File: src/rtl/mc_wr_unpack_pkg.sv
// rtl/mc_wr_unpack_pkg.sv - bus-width constants and beat helpers for the write unpacker
package mc_wr_unpack_pkg;

  localparam logic [1:0] MC_BW_8  = 2'b00;
  localparam logic [1:0] MC_BW_16 = 2'b01;
  localparam logic [1:0] MC_BW_32 = 2'b10;

  typedef struct packed {
    logic       found;
    logic [1:0] idx;
  } mc_beat_sel_t;

  // 2'b11 falls into the default arms everywhere, so it behaves as a 32-bit bus
  function automatic logic [2:0] mc_nbeats(input logic [1:0] bw);
    case (bw)
      MC_BW_8:  return 3'd4;
      MC_BW_16: return 3'd2;
      default:  return 3'd1;
    endcase
  endfunction

  function automatic logic [31:0] mc_lane_data(input logic [31:0] word, input logic [1:0] bw,
                                               input logic [1:0] idx);
    logic [31:0] s;
    s = '0;
    case (bw)
      MC_BW_8: begin
        s = word >> {idx, 3'b000};
        return {24'h0, s[7:0]};
      end
      MC_BW_16: begin
        s = word >> {idx[0], 4'b0000};
        return {16'h0, s[15:0]};
      end
      default: return word;
    endcase
  endfunction

  function automatic logic [3:0] mc_lane_be(input logic [3:0] be, input logic [1:0] bw,
                                            input logic [1:0] idx);
    logic [3:0] s;
    s = '0;
    case (bw)
      MC_BW_8: begin
        s = be >> idx;
        return {3'b000, s[0]};
      end
      MC_BW_16: begin
        s = be >> {idx[0], 1'b0};
        return {2'b00, s[1:0]};
      end
      default: return be;
    endcase
  endfunction

  function automatic logic [3:0] mc_lane_par(input logic [31:0] d);
    return {^d[31:24], ^d[23:16], ^d[15:8], ^d[7:0]};
  endfunction

  // Lowest presentable beat at or above start; with skip set, zero-enable beats are passed over
  function automatic mc_beat_sel_t mc_find_beat(input logic [3:0] be, input logic [1:0] bw,
                                                input logic [2:0] start, input logic skip);
    mc_beat_sel_t sel;
    sel = '0;
    for (int i = 3; i >= 0; i--) begin
      if (3'(i) >= start && 3'(i) < mc_nbeats(bw) &&
          (!skip || mc_lane_be(be, bw, 2'(i)) != 4'h0)) begin
        sel.found = 1'b1;
        sel.idx   = 2'(i);
      end
    end
    return sel;
  endfunction

  function automatic logic mc_has_beat(input logic [3:0] be, input logic [1:0] bw,
                                       input logic [2:0] start, input logic skip);
    mc_beat_sel_t sel;
    sel = mc_find_beat(be, bw, start, skip);
    return sel.found;
  endfunction

endpackage

File: src/rtl/mc_wr_fifo.sv
// rtl/mc_wr_fifo.sv - DEPTH x W write-word FIFO with synchronous flush and occupancy count
module mc_wr_fifo #(
  parameter int DEPTH = 2,
  parameter int W     = 36
) (
  input  logic                     clk,
  input  logic                     rst,
  input  logic                     clr,
  input  logic                     push,
  input  logic                     pop,
  input  logic [W-1:0]             din,
  output logic [W-1:0]             dout,
  output logic [$clog2(DEPTH):0]   count
);

  localparam int AW = $clog2(DEPTH);

  logic [W-1:0]  r_mem [DEPTH];
  logic [AW-1:0] r_wr_ptr;
  logic [AW-1:0] r_rd_ptr;
  logic [AW:0]   r_count;
  logic          w_push;
  logic          w_pop;

  assign w_push = push && (r_count != (AW+1)'(DEPTH));
  assign w_pop  = pop && (r_count != '0);

  always_ff @(posedge clk) begin
    if (rst || clr) begin
      r_wr_ptr <= '0;
      r_rd_ptr <= '0;
      r_count  <= '0;
    end else begin
      if (w_push) r_wr_ptr <= r_wr_ptr + AW'(1);
      if (w_pop)  r_rd_ptr <= r_rd_ptr + AW'(1);
      case ({w_push, w_pop})
        2'b10:   r_count <= r_count + (AW+1)'(1);
        2'b01:   r_count <= r_count - (AW+1)'(1);
        default: r_count <= r_count;
      endcase
    end
  end

  always_ff @(posedge clk) begin
    if (w_push) r_mem[r_wr_ptr] <= din;
  end

  // Head entry comes straight off the storage flops so a pop can load the hold register on the same edge
  assign dout  = r_mem[r_rd_ptr];
  assign count = r_count;

endmodule

File: src/rtl/mc_wr_unpack.sv
// rtl/mc_wr_unpack.sv - splits buffered 32-bit write words into 8/16/32-bit memory-bus beats
module mc_wr_unpack
  import mc_wr_unpack_pkg::*;
#(
  parameter int DEPTH     = 2,
  parameter bit SKIP_NULL = 1'b0
) (
  input  logic        clk,
  input  logic        rst,
  input  logic        clr,
  input  logic [1:0]  bus_width,
  input  logic        wd_valid,
  output logic        wd_ready,
  input  logic [31:0] wd_data,
  input  logic [3:0]  wd_be,
  output logic        mc_beat_valid,
  input  logic        mc_beat_ack,
  output logic [31:0] mc_data_o,
  output logic [3:0]  mc_dp_o,
  output logic [3:0]  mc_be_o,
  output logic [1:0]  mc_beat_idx,
  output logic        mc_beat_last,
  output logic        empty
);

  localparam logic ST_IDLE = 1'b0;
  localparam logic ST_BEAT = 1'b1;
  localparam int   CW      = $clog2(DEPTH) + 1;

  logic          r_state;
  logic [31:0]   r_word;
  logic [3:0]    r_be;
  logic [1:0]    r_bw;
  logic [1:0]    r_idx;
  logic          r_last;
  logic [31:0]   r_data_o;
  logic [3:0]    r_dp_o;
  logic [3:0]    r_be_o;

  logic [CW-1:0] w_count;
  logic [35:0]   w_head;
  logic          w_push;
  logic          w_pop;
  logic          w_ack;
  mc_beat_sel_t  w_first;
  mc_beat_sel_t  w_adv;
  logic          w_n_state;
  logic [31:0]   w_n_word;
  logic [3:0]    w_n_be;
  logic [1:0]    w_n_bw;
  logic [1:0]    w_n_idx;
  logic          w_n_more;
  logic [31:0]   w_n_data;

  assign wd_ready = !rst && (w_count < CW'(DEPTH));
  assign w_push   = wd_valid && wd_ready && !clr;
  assign w_ack    = (r_state == ST_BEAT) && mc_beat_ack;
  assign w_pop    = !clr && (w_count != '0) && ((r_state == ST_IDLE) || (w_ack && r_last));

  mc_wr_fifo #(.DEPTH(DEPTH), .W(36)) u_fifo (
    .clk   (clk),
    .rst   (rst),
    .clr   (clr),
    .push  (w_push),
    .pop   (w_pop),
    .din   ({wd_be, wd_data}),
    .dout  (w_head),
    .count (w_count)
  );

  assign w_first = mc_find_beat(w_head[35:32], bus_width, 3'd0, SKIP_NULL);
  assign w_adv   = mc_find_beat(r_be, r_bw, {1'b0, r_idx} + 3'd1, SKIP_NULL);

  always_comb begin
    w_n_state = r_state;
    w_n_word  = r_word;
    w_n_be    = r_be;
    w_n_bw    = r_bw;
    w_n_idx   = r_idx;
    if (clr) begin
      w_n_state = ST_IDLE;
    end else if (w_pop) begin
      // A word with nothing to present is consumed here and the FSM stays idle
      w_n_word  = w_head[31:0];
      w_n_be    = w_head[35:32];
      w_n_bw    = bus_width;
      w_n_idx   = w_first.idx;
      w_n_state = w_first.found ? ST_BEAT : ST_IDLE;
    end else if (w_ack) begin
      if (r_last || !w_adv.found) w_n_state = ST_IDLE;
      else                        w_n_idx   = w_adv.idx;
    end
  end

  assign w_n_more = mc_has_beat(w_n_be, w_n_bw, {1'b0, w_n_idx} + 3'd1, SKIP_NULL);
  assign w_n_data = mc_lane_data(w_n_word, w_n_bw, w_n_idx);

  always_ff @(posedge clk) begin
    if (rst) begin
      r_state  <= ST_IDLE;
      r_word   <= '0;
      r_be     <= '0;
      r_bw     <= MC_BW_8;
      r_idx    <= '0;
      r_last   <= 1'b0;
      r_data_o <= '0;
      r_dp_o   <= '0;
      r_be_o   <= '0;
    end else begin
      r_state <= w_n_state;
      r_word  <= w_n_word;
      r_be    <= w_n_be;
      r_bw    <= w_n_bw;
      r_idx   <= w_n_idx;
      r_last  <= (w_n_state == ST_BEAT) && !w_n_more;
      if (w_n_state == ST_BEAT) begin
        r_data_o <= w_n_data;
        r_dp_o   <= mc_lane_par(w_n_data);
        r_be_o   <= mc_lane_be(w_n_be, w_n_bw, w_n_idx);
      end else begin
        r_data_o <= '0;
        r_dp_o   <= '0;
        r_be_o   <= '0;
      end
    end
  end

  assign mc_beat_valid = (r_state == ST_BEAT);
  assign mc_data_o     = r_data_o;
  assign mc_dp_o       = r_dp_o;
  assign mc_be_o       = r_be_o;
  assign mc_beat_idx   = r_idx;
  assign mc_beat_last  = r_last;
  assign empty         = (w_count == '0) && (r_state == ST_IDLE);

endmodule
File: config.mk
export PLATFORM = sky130hd
export DESIGN_NAME = mc_wr_unpack
export DESIGN_NICKNAME = d
export VERILOG_FILES = /design/src/rtl/mc_wr_unpack_pkg.sv /design/src/rtl/mc_wr_fifo.sv /design/src/rtl/mc_wr_unpack.sv
export SDC_FILE = /design/constraint.sdc
export NUM_CORES = 1
export LEC_CHECK = 0
export CAP_MARGIN = 15
export CORE_MARGIN = 1
export CORE_UTILIZATION = 25
export DETAILED_ROUTE_END_ITERATION = 12
export GPL_ROUTABILITY_DRIVEN = 0
export PLACE_DENSITY = 0.48
export SYNTH_ARGS = -nofsm -noshare
export SYNTH_HDL_FRONTEND = slang
export SYNTH_HIERARCHICAL = 1
export SYNTH_SLANG_ARGS = --single-unit
File: constraint.sdc
create_clock -name clk -period 2.7 [get_ports clk]
set_input_delay 0.27 -clock clk [delete_from_list [all_inputs] [get_ports clk]]
set_output_delay 0.27 -clock clk [all_outputs]
set_load 0.03 [all_outputs]
==> impl_metrics.csv <==
group,metric,value,unit
yosys,syn_nets,587,
power_and_ir_drop,irDropWorstVdd,0.000350,V
critical_path,cp_max_fo,17,
floorplanning,io-pin-count,89,
place,port_buffers,88,
status,failed_checks,"setup timing",
timing,skew,13.6,ps
yosys,synth_area,0.00661,mm²
critical_path,rrSetupSlack,-40,ps
critical_path,end_kind,"register",
routing,ant_nets,0,
floorplanning,die_area,0.0271,mm²
floorplanning,core,0.0260,mm²
place,dp_hpwl,13200,µm
yosys,ys_warn_count,6,
timing,rsz0062_at_grt,"yes",
hold_path,worstHoldPathCells,3,
timing,finalSetupViolations,1,
clock_tree,htree_num_levels,4,
yosys,synth_top_cells_by_count,"dfxtp_1, nor2_1, edfxtp_1",
place,dp.cells,1036,
yosys,async_flop_share,0,%
timing,period_share,102,%
routing,wl_per_cell,16.5,µm
grt,gr-total-overflow,0,
critical_path,arrival,3100,ps
yosys,ys_top_cells_by_area,"edfxtp_1, dfxtp_1, mux2_2",
grt,grt_pass1_vias,4896,
floorplanning,initial_utilization,25.4,%
critical_path,cp-start-kind,"register",
cells_and_area,num-nets-final,776,
clock_tree,clock_sinks,159,
cells_and_area,final_area,0.00924,mm²
yosys,syn_inst,543,
cells_and_area,stdcell_count,1080,
yosys,synth.avg_cell_area,12.2,µm²
yosys,synth-edff-count,72,
yosys,ys_types,67,
power_and_ir_drop,p_leak,3.49,nW
yosys,yosysTopAreaCellShare,32.7,%
yosys,synth_top_area_cell,"edfxtp_1",
timing,hold_violations,0,
place,placed_area,0.00856,mm²
timing,period_needed,2740,ps
timing,timing.final.max_slew_violations,0,
yosys,ys_seq_elements,159,
cells_and_area,multiInputGateArea,0.00252,mm²
critical_path,critPathRequiredTime,3060,ps
status,status,"finished, violations left",
cells_and_area,register_area,0.00391,mm²
floorplanning,die_w,165,µm
routing,drt_pre_antenna_iters,5,
routing,first_iter_violations,263,
critical_path,critPathKind,"reg2reg",
clock_tree,cts_tree,"done",
floorplanning,fp.dieH,165,µm
critical_path,rr_worst_depth,9,
clock_tree,clock_latency,430,ps
floorplanning,rows,59,
yosys,ys.flop_type,"dfxtp_1",
clock_tree,clock-root-buffer,"clkbuf_16",
timing,slew_headroom,65.1,%
routing,viasPerCell,4.44,
cells_and_area,diodes,0,
routing,drc,0,
cells_and_area,area_delta_synth_final,39.9,%
grt,grt_max_degree,44,
power_and_ir_drop,powerDensity,552,mW/mm²
grt,antenna_found_initial,0,
hold_path,hp-class,"in2reg",
yosys,yosysSeqAreaShare,59.1,%
clock_tree,clkTransAtPathRegs,70,ps
cells_and_area,fillers,2595,
cells_and_area,drive_gt1_share,27.9,%
grt,globalRouteTotalUtil,13.9,%
routing,wirelength,17900,µm
timing,max_freq,364,MHz
clock_tree,numCtsBuffers,17,
routing,vias,4796,
clock_tree,clk_path_buf_depth,2,
timing,tightestPinTransition,524,ps
timing,worst_slack,-44.0,ps
flow_run,drv_cap,0,
grt,grt_pass1_wl,27900,µm
## critical path: stages (launching register included)
cell and delay (ps):
dfxtp_2 330, maj3_2 390, o31a_1 400, buf_12 180, mux2i_1 150, a221o_1 340
xnor2_1 150, xnor3_1 440, nand2b_4 150, mux2i_1 120
## cells by family after synthesis
logic type	count (synthesis)	share of synthesized area [%]
buf+inv	36	3.24
xor+xnor	31	4.53
flops	159	59.1
fa+ha+maj	2	0.360
simple gates	166	11.7
compound gates	70	8.07
mux	79	13.0
## power breakdown
group	internal, mW	switching (mW)	total, mW
logic	0.149	0.123	0.272
clock network	1.30	0.983	2.28
registers	2.54	0.00798	2.55
## layout make-up
class,count,area share [%]
clock buffers,21,4.87
clock inverters,11,1.18
inverters,9,0.366
multi-input cells,348,27.2
flip-flops and latches,159,42.3
well taps,335,4.53
repair buffers,197,19.5
## stage by stage
stage / hold WS (ps) / power, mW / TNS [ps] / setup WS [ps] / util (%)
2_1_floorplan: 369 / 2.72 / 0 / 23.7 / -
3_3_place_gp: 499 / 2.86 / -1100 / -387 / 32.9
3_5_place_dp: 502 / 2.86 / -966 / -394 / 32.9
4_1_cts: 408 / 5.17 / 0 / 17.9 / 35.2
5_1_grt: 317 / 5.29 / -144 / -140 / 35.6
6_report: 315 / 5.10 / -44.0 / -44.0 / 35.6
## per-layer routing
metal / routed length (µm) / vias to the layer above / GRT usage (%)
met5: 0 / - / 0
met3: 907 / 28 / 3.44
li1: - / 2326 / -
met2: 8000 / 148 / 21.2
met4: 396 / 0 / 4.88
met1: 8560 / 2294 / 19.0
## registers in the layout, summed over array words and instances (netlist names), 2 cells and up, named ones only
register / cells
mc_be_o: 4
mc_beat_idx: 2
mc_data_o: 32
mc_dp_o: 4
r_be: 4
r_bw: 2
r_word: 32
u_fifo/count: 2
u_fifo/r_mem: 72
## worst paths after layout
check | end | from
max | mc_dp_o[0] | r_bw[0]
min | u_fifo/r_wr_ptr | clr
max reg2reg | mc_dp_o[0] | r_bw[0]
min reg2reg | u_fifo/r_rd_ptr | u_fifo/r_rd_ptr
## cell usage in the layout (no fill, tap or decap), types with 4 or more instances in the layout
cell type,instances
o22a_1,6
clkdlybuf4s50_1,86
nand3_1,6
clkbuf_16,17
nand3b_1,4
nand4_1,6
mux2i_1,37
o22ai_1,8
a21oi_1,11
edfxtp_1,72
and2_1,5
inv_1,8
o21ai_0,11
xnor2_1,26
a21oi_2,4
nor3_1,5
nor2_1,86
nor3b_1,4
buf_12,8
clkinvlp_4,4
dfxtp_1,83
and3_1,4
nand2_1,31
buf_4,102
mux2_2,39
## repair_timing
item / CTS / global route
setup endpoints to repair: 2 / 2
pin swaps: 3 / 10
buffers inserted: 2 / 10
resized for setup: 1 / 9
hold buffers: 0 / 0
(Power assumes the default switching activity.)
